`src/rtl/game_sequencer.sv`:
```
// Game flow controller: tick generation, step-enable gating, serve pulses,
// life counter and game-over/win flags for the paddle/ball game.
module game_sequencer #(
  parameter int TICK_DIV  = 50_000_000 / 16,
  parameter int BALL_DIV  = 2,
  parameter int LIVES     = 3,
  parameter int MISS_HOLD = 16
) (
  input  logic       clk,
  input  logic       rst_n,
  input  logic       start_p,
  input  logic       pause_p,
  input  logic       fall_down,
  input  logic       bricks_clear,
  output logic       board_step_en,
  output logic       ball_step_en,
  output logic       board_rst,
  output logic       ball_rst,
  output logic [1:0] life,
  output logic       fin,
  output logic       win,
  output logic [2:0] game_state
);

  localparam int TW = $clog2(TICK_DIV);
  localparam int BW = (BALL_DIV > 1) ? $clog2(BALL_DIV) : 1;
  localparam int MW = (MISS_HOLD > 1) ? $clog2(MISS_HOLD) : 1;

  typedef enum logic [2:0] {
    S_IDLE  = 3'd0,
    S_SERVE = 3'd1,
    S_PLAY  = 3'd2,
    S_PAUSE = 3'd3,
    S_MISS  = 3'd4,
    S_OVER  = 3'd5,
    S_WIN   = 3'd6
  } state_t;

  state_t        state, state_next, prev_state;
  logic [TW-1:0] tick_cnt;
  logic          tick;
  logic [BW-1:0] ball_cnt;
  logic [MW-1:0] miss_cnt;
  logic          serve_first;
  logic          load_game;
  logic          lose_life;

  assign tick        = (tick_cnt == TW'(TICK_DIV - 1));
  assign serve_first = (state == S_SERVE) && (prev_state != S_SERVE);
  assign game_state  = state;

  always_ff @(posedge clk or negedge rst_n) begin
    if (!rst_n) begin
      tick_cnt <= '0;
    end else if (tick) begin
      tick_cnt <= '0;
    end else begin
      tick_cnt <= tick_cnt + 1'b1;
    end
  end

  // prev_state lets SERVE recognise its first cycle for the re-serve pulses
  always_ff @(posedge clk or negedge rst_n) begin
    if (!rst_n) begin
      state      <= S_IDLE;
      prev_state <= S_IDLE;
    end else begin
      state      <= state_next;
      prev_state <= state;
    end
  end

  always_comb begin
    state_next    = state;
    board_rst     = 1'b0;
    ball_rst      = 1'b0;
    board_step_en = 1'b0;
    ball_step_en  = 1'b0;
    load_game     = 1'b0;
    lose_life     = 1'b0;
    case (state)
      S_IDLE: begin
        if (start_p) begin
          state_next = S_SERVE;
          load_game  = 1'b1;
        end
      end
      S_SERVE: begin
        board_rst = serve_first;
        ball_rst  = serve_first;
        if (start_p && !serve_first) state_next = S_PLAY;
      end
      S_PLAY: begin
        board_step_en = tick;
        ball_step_en  = tick && (ball_cnt == BW'(BALL_DIV - 1));
        if (bricks_clear) begin
          state_next = S_WIN;
        end else if (fall_down) begin
          state_next = S_MISS;
          lose_life  = 1'b1;
        end else if (pause_p) begin
          state_next = S_PAUSE;
        end
      end
      S_PAUSE: begin
        if (pause_p) state_next = S_PLAY;
      end
      S_MISS: begin
        if (tick && (miss_cnt == MW'(MISS_HOLD - 1))) begin
          state_next = (life != 2'd0) ? S_SERVE : S_OVER;
        end
      end
      S_OVER: begin
        if (start_p) state_next = S_IDLE;
      end
      S_WIN: begin
        if (start_p) state_next = S_IDLE;
      end
      default: state_next = S_IDLE;
    endcase
  end

  // ball_cnt is held outside PLAY so a pause resumes mid-period
  always_ff @(posedge clk or negedge rst_n) begin
    if (!rst_n) begin
      ball_cnt <= '0;
    end else if (state == S_SERVE) begin
      ball_cnt <= '0;
    end else if ((state == S_PLAY) && tick) begin
      if (ball_cnt == BW'(BALL_DIV - 1)) ball_cnt <= '0;
      else                               ball_cnt <= ball_cnt + 1'b1;
    end
  end

  always_ff @(posedge clk or negedge rst_n) begin
    if (!rst_n) begin
      miss_cnt <= '0;
    end else if (state != S_MISS) begin
      miss_cnt <= '0;
    end else if (tick) begin
      miss_cnt <= miss_cnt + 1'b1;
    end
  end

  always_ff @(posedge clk or negedge rst_n) begin
    if (!rst_n) begin
      life <= 2'(LIVES);
      fin  <= 1'b0;
      win  <= 1'b0;
    end else begin
      if (load_game) begin
        life <= 2'(LIVES);
        fin  <= 1'b0;
        win  <= 1'b0;
      end else if (lose_life && (life != 2'd0)) begin
        life <= life - 2'd1;
      end
      if ((state == S_MISS) && (state_next == S_OVER)) fin <= 1'b1;
      if ((state == S_PLAY) && (state_next == S_WIN))  win <= 1'b1;
    end
  end

endmodule

```
`config.mk`:
```
export PLATFORM = sky130hd
export DESIGN_NAME = game_sequencer
export DESIGN_NICKNAME = d
export VERILOG_FILES = /design/src/rtl/game_sequencer.sv
export SDC_FILE = /design/constraint.sdc
export NUM_CORES = 1
export LEC_CHECK = 0
export CAP_MARGIN = 20
export CORE_ASPECT_RATIO = 1.2
export CORE_MARGIN = 2
export CORE_UTILIZATION = 42
export CTS_BUF_LIST = sky130_fd_sc_hd__clkbuf_8
export CTS_CLUSTER_DIAMETER = 40
export DETAILED_ROUTE_END_ITERATION = 6
export GPL_ROUTABILITY_DRIVEN = 0
export GPL_TIMING_DRIVEN = 0
export HOLD_SLACK_MARGIN = 0.1
export PLACE_DENSITY = 0.7
export SETUP_SLACK_MARGIN = 0.5
export SLEW_MARGIN = 10
export SYNTH_ARGS = -nofsm -noshare
export SYNTH_HDL_FRONTEND = slang
export SYNTH_SLANG_ARGS = --single-unit
```
`constraint.sdc`:
```
create_clock -name clk -period 1.72 [get_ports clk]
set_input_delay 0.344 -clock clk [delete_from_list [all_inputs] [get_ports clk]]
set_output_delay 0.344 -clock clk [all_outputs]
set_load 0.1 [all_outputs]
```
# --- After elaboration in Yosys (flattened, before gate mapping) ---
# Cells that the tools add are included.
op_classes:
  add_sub_neg: 4
  n_mul: 0
  div: 0
  magnitude_cmp: 0
  n_eq_ne: 12
  shift: 0
  mux: 29
  bitwise: 0
  reduce_logical: 17
ops:
  columns: ["cell", "count"]
  rows:
  - ["2-to-1 mux 3 bit", 9]
  - ["adder 22 x 1 -> 22 bit, second input constant", 1]
  - ["equality test 22 bit, second input constant", 1]
  - ["2-to-1 mux 22 bit", 1]
  - ["one-hot mux 3 bit (6 select lines)", 1]
  - ["equality test 3 bit, second input constant", 5]
  - ["2-to-1 mux 1 bit", 14]
  - ["nonzero test 2 bit", 6]
  - ["logical AND 1 bit", 8]
  - ["2-to-1 mux 4 bit", 2]
  - ["equality test 3 x 2 -> 1 bit, second input constant", 2]
  - ["adder 4 x 1 -> 4 bit, second input constant", 1]
  - ["equality test 4 bit, second input constant", 1]
  - ["2-to-1 mux 2 bit", 2]
  - ["equality test 3 x 1 -> 1 bit, second input constant", 1]
  - ["zero test 3 bit", 1]
  - ["inequality test 3 x 1 -> 1 bit, second input constant", 1]
  - ["inequality test 3 bit, second input constant", 1]
  - ["OR reduction 2 bit", 1]
  - ["subtractor 2 x 1 -> 2 bit, second input constant", 1]
  - ["adder 1 bit, second input constant", 1]
  - ["zero test 1 bit", 1]
totals:
  ff_bits: 37
  latch_bits: 0
  ram_bits: 0
  rom_bits: 0
  in_bits: 6
  out_inout_bits: 11
  word_cells: 70
  mem_count: 0

# --- Logic depth before layout (Yosys ltp) ---
depth:
  ltp_word: 9
  depth_mapped: 6

# --- Least setup slack after synthesis ---
# OpenSTA, ideal clock, no wires.
synth_timing:
  path_type: "reg2out"
  startpoint: "register state[0] (netlist: game_state[0])"
  endpoint: "output port board_rst"
  arrival_ps: 5203
  required_time_ps: 1376
  path_slack_ps: -3827
  path_stages_with_launch: 4
  path_buffers: 2
  cell_sequence: "dfrtp_1 clkbuf_1 nor4b_1 buf_4"
synth_between:
  elab_chain_len: 3
synth_rtl:
  columns: ["element", "line", "rtl"]
  rows:
  - ["from (decl)", "39", "state_t state, state_next, prev_state;"]
  - ["from (signal assigned)", "68", "state <= state_next;"]
  - ["equality test 3 x 1 -> 1 bit (*)", null, null]
  - ["logical AND 1 bit", "49", "assign serve_first = (state == S_SERVE) && (prev_state != S_SERVE);"]
  - ["2-to-1 mux 1 bit (*)", null, null]
  - ["to (decl)", "17", "output logic board_rst,"]
# Mark *: on every way between the ends. The rest lies on a longest branch, timed or not.

# --- Worst setup path after layout ---
layout_timing:
  startpoint: "register tick_cnt[1]"
  endpoint: "output port ball_step_en"
layout_between:
  elab_chain_len: 3
layout_rtl:
  columns: ["element", "line", "rtl"]
  rows:
  - ["from (decl)", "40", "logic [TW-1:0] tick_cnt;"]
  - ["from (signal assigned)", "58", "tick_cnt <= tick_cnt + 1'b1;"]
  - ["equality test 22 bit", "48", "assign tick = (tick_cnt == TW'(TICK_DIV - 1));"]
  - ["logical AND 1 bit", "95", "ball_step_en = tick && (ball_cnt == BW'(BALL_DIV - 1));"]
  - ["2-to-1 mux 1 bit", "81", "case (state)"]
  - ["to (decl)", "16", "output logic ball_step_en,"]
# No other way between the ends.

==> results.toml <==
[logic_synthesis]
synth_area_um2 = 2060
yosysSeqAreaShare = 0.450
synth-edff-count = 0
ys_ff_latch = 37
synth_top_flop_cell = "dfrtp_1"
synth_nets = 214
synthArstFlopShare = 1.00
synth_cells = 205
synthDistinctLibCells = 56
synth_area_per_cell_um2 = 10.1
yosys_warnings = 0

[worst_setup_path]
timing.rr.end = "tick_cnt[11]"
worstReg2RegStart = "tick_cnt[1]"
ff2ff_setup_slack_ns = -0.51
cp.arrival_ns = 1.90
startpoint_type = "flop"
path_max_fanout = 4
endpoint = "ball_step_en"
crit_path_end_kind = "output pin"
crit_required_ns = 1.38
r2r_cells = 12
crit_type = "reg2out"
startpoint = "tick_cnt[1]"

[floorplan]
die_w_um = 68
die_h_um = 80.8
die_area_um2 = 5490
start_util = 0.443
ios = 17
rows = 27
core_area_um2 = 4660

[sta]
final.min_clock_period_ns = 2.24
relSlewSlack = 0.680
fin_ws_ns = -0.523
tightest_slew_ns = 0.479
hold_ws_ns = 0.483
fin_tns_setup_ns = -2.83
finalSetupViolCount = 20
maxSlewViolCount = 0
rsz0062_at_grt = "yes"
hold_viol = 0
fin_crit_sh = 1.30
timing.fmax_mhz = 446
fin_worst_skew_ns = 0.00779

[placement]
placed_cells = 280
port_buffers = 16
hpwl_um = 3270

[global_routing]
track_usage = 0.225
grt_pass1_vias = 1891
grt_pass1_wl_um = 9090
antenna_found_initial = 0
grt_max_degree = 20
grt_overflow_total = 0

[status]
status = "finished, violations left"
violations = "negative setup slack"

[clock_network]
clk_pin_slew_worst_paths_ns = 0.07
cts_max_path_buffers = 2
root_buffer = "clkbuf_8"
cts_inserted_buffers = 5
htree_levels = 2
clock_latency_ns = 0.30
cts_sinks = 37
cts_tree = "done"

[detailed_routing]
wl_per_cell_um = 16.9
drt_iter0_markers = 75
post-route-drc-count = 0
wl_met1_um = 2240
vias_per_cell = 5.68
wl_met3_um = 148
wl_met2_um = 3050
wirelength_um = 5560
dr.max_layer_used = "met4"
drtPass1Iterations = 4
ant_nets = 0
num_vias = 1868

[cells_and_area]
n_antenna_cell = 0
fillers = 343
drive_above_1_share = 0.528
syn_to_final_growth_pct = 57.4
finalNonFillerCells = 329
utilization = 0.697
final_net_count = 279

[power]
p_switching_mw = 1.51
ir_worst_vdd_uv = 548
internal_power_mw = 2.14
swShare = 0.415
combPwrFrac = 0.524
p_seq_frac = 0.305
p_leak_nw = 1.32
total_power_mw = 3.65
p_clk_frac = 0.170
p_per_area_nw_per_um2 = 1120

[run]
cap_violations = 0

[worst_hold_path]
min_path_type = "reg2reg"
-- how the worst min path moves through the flow --
stage,from,end,slack [ns],cells past startpoint
after floorplan,rst_n,ball_cnt,0.05,0
after global placement,game_state[1],prev_state[1],0.45,0
after detailed placement,rst_n,tick_cnt[2],0.33,1
after CTS,game_state[1],prev_state[1],0.47,0
after global routing,game_state[1],prev_state[1],0.49,0
final,game_state[1],prev_state[1],0.48,0
-- power groups by stage --
| stage | Combinational [mW] | Clock [mW] | Sequential [mW] |
|---|---|---|---|
| after CTS | 1.75 | 0.638 | 1.10 |
| after floorplan | 0.635 | 0 | 1.55 |
| after detailed placement | 1.37 | 0 | 1.11 |
| after global placement | 1.35 | 0 | 1.11 |
| final | 1.91 | 0.620 | 1.11 |
| after global routing | 2.00 | 0.677 | 1.12 |
-- layout by cell type, fill, tap and decap left out, types with 5 or more instances in the layout --
cell      count
a21oi_2       5
buf_12       11
buf_4        23
buf_6        21
clkbuf_8      7
dfrtp_1      22
dfrtp_2      10
inv_1        10
nand2_1      12
nand3_1      10
nand4_1      10
nor2_1        6
xnor2_1      11
-- critical path: stages (launching register included) --
cell	delay (ns)
dfrtp_1	0.36
ha_2	0.18
buf_6	0.09
nor4b_4	0.23
and4_4	0.31
nand2_8	0.08
nor3_4	0.16
buf_12	0.20
-- flip-flops by register name, indices dropped and copies added, names as in the netlist --
register    count
fin             1
miss_cnt        4
game_state      3
prev_state      3
ball_cnt        1
life            2
tick_cnt       22
win             1
-- area by class of cell --
class / count / area, um^2 / area share
multi-input cells: 149 / 1320 / 0.406
flip-flops and latches: 37 / 960 / 0.295
repair buffers: 58 / 671 / 0.206
plain buffers: 8 / 92.6 / 0.0285
clock buffers: 6 / 82.6 / 0.0254
well taps: 58 / 72.6 / 0.0223
inverters: 11 / 43.8 / 0.0135
clock inverters: 2 / 7.51 / 0.00231
-- kinds of logic after synthesis --
group           share of synthesized area
simple gates                        0.299
xor+xnor                           0.0636
mux                               0.00485
buf+inv                            0.0473
compound gates                      0.117
flops                               0.450
fa+ha+maj                          0.0182
-- routing by layer --
| layer | up-vias | GRT usage |
|---|---|---|
| met2 | 33 | 0.396 |
| met4 | 0 | 0.110 |
| met1 | 940 | 0.254 |
| met3 | 10 | 0.0443 |
| met5 | - | 0 |
| li1 | 885 | - |
-- synth_stat cells (2+ instances only) --
cell type,instances,area [um^2]
and3_1,2,12.5
nor4_1,2,12.5
buf_4,2,15.0
nor4b_4,2,47.6
nand2_1,13,48.8
ha_1,3,37.5
xnor2_1,12,105
o31ai_1,4,30.0
dfrtp_1,35,876
nand4_2,3,37.5
xor2_1,3,26.3
o21ai_0,7,35.0
o21bai_1,3,22.5
inv_1,11,41.3
and2_1,5,31.3
o22ai_1,3,18.8
a311oi_1,2,17.5
nor3_1,6,30.0
or4_1,3,22.5
nor3b_1,2,15.0
and4_2,2,20.0
or3_1,5,31.3
nand4_1,10,62.6
nand3_1,10,50.1
nand2b_1,3,18.8
and4_1,2,17.5
clkbuf_1,3,11.3
nor2_1,13,48.8
a21oi_1,5,25.0
or2_2,2,12.5
dfstp_2,2,52.6
-- what timing repair did --
item,4_1_cts,5_1_grt
resized for setup,136,34
setup buffers,31,9
endpoints found under the setup margin,41,42
pin swaps,22,23
cloned,0,0
hold endpoints to repair,16,0
hold buffers,1,0
-- metrics by stage --
stage | worst slack (ns) | instance area (um^2)
2_1_floorplan | -0.937 | 2210
3_3_place_gp | -1.55 | 2440
3_5_place_dp | -1.58 | 2470
4_1_cts | -0.541 | 3060
5_1_grt | -0.645 | 3250
6_report | -0.523 | 3250
(Power assumes the default switching activity.)
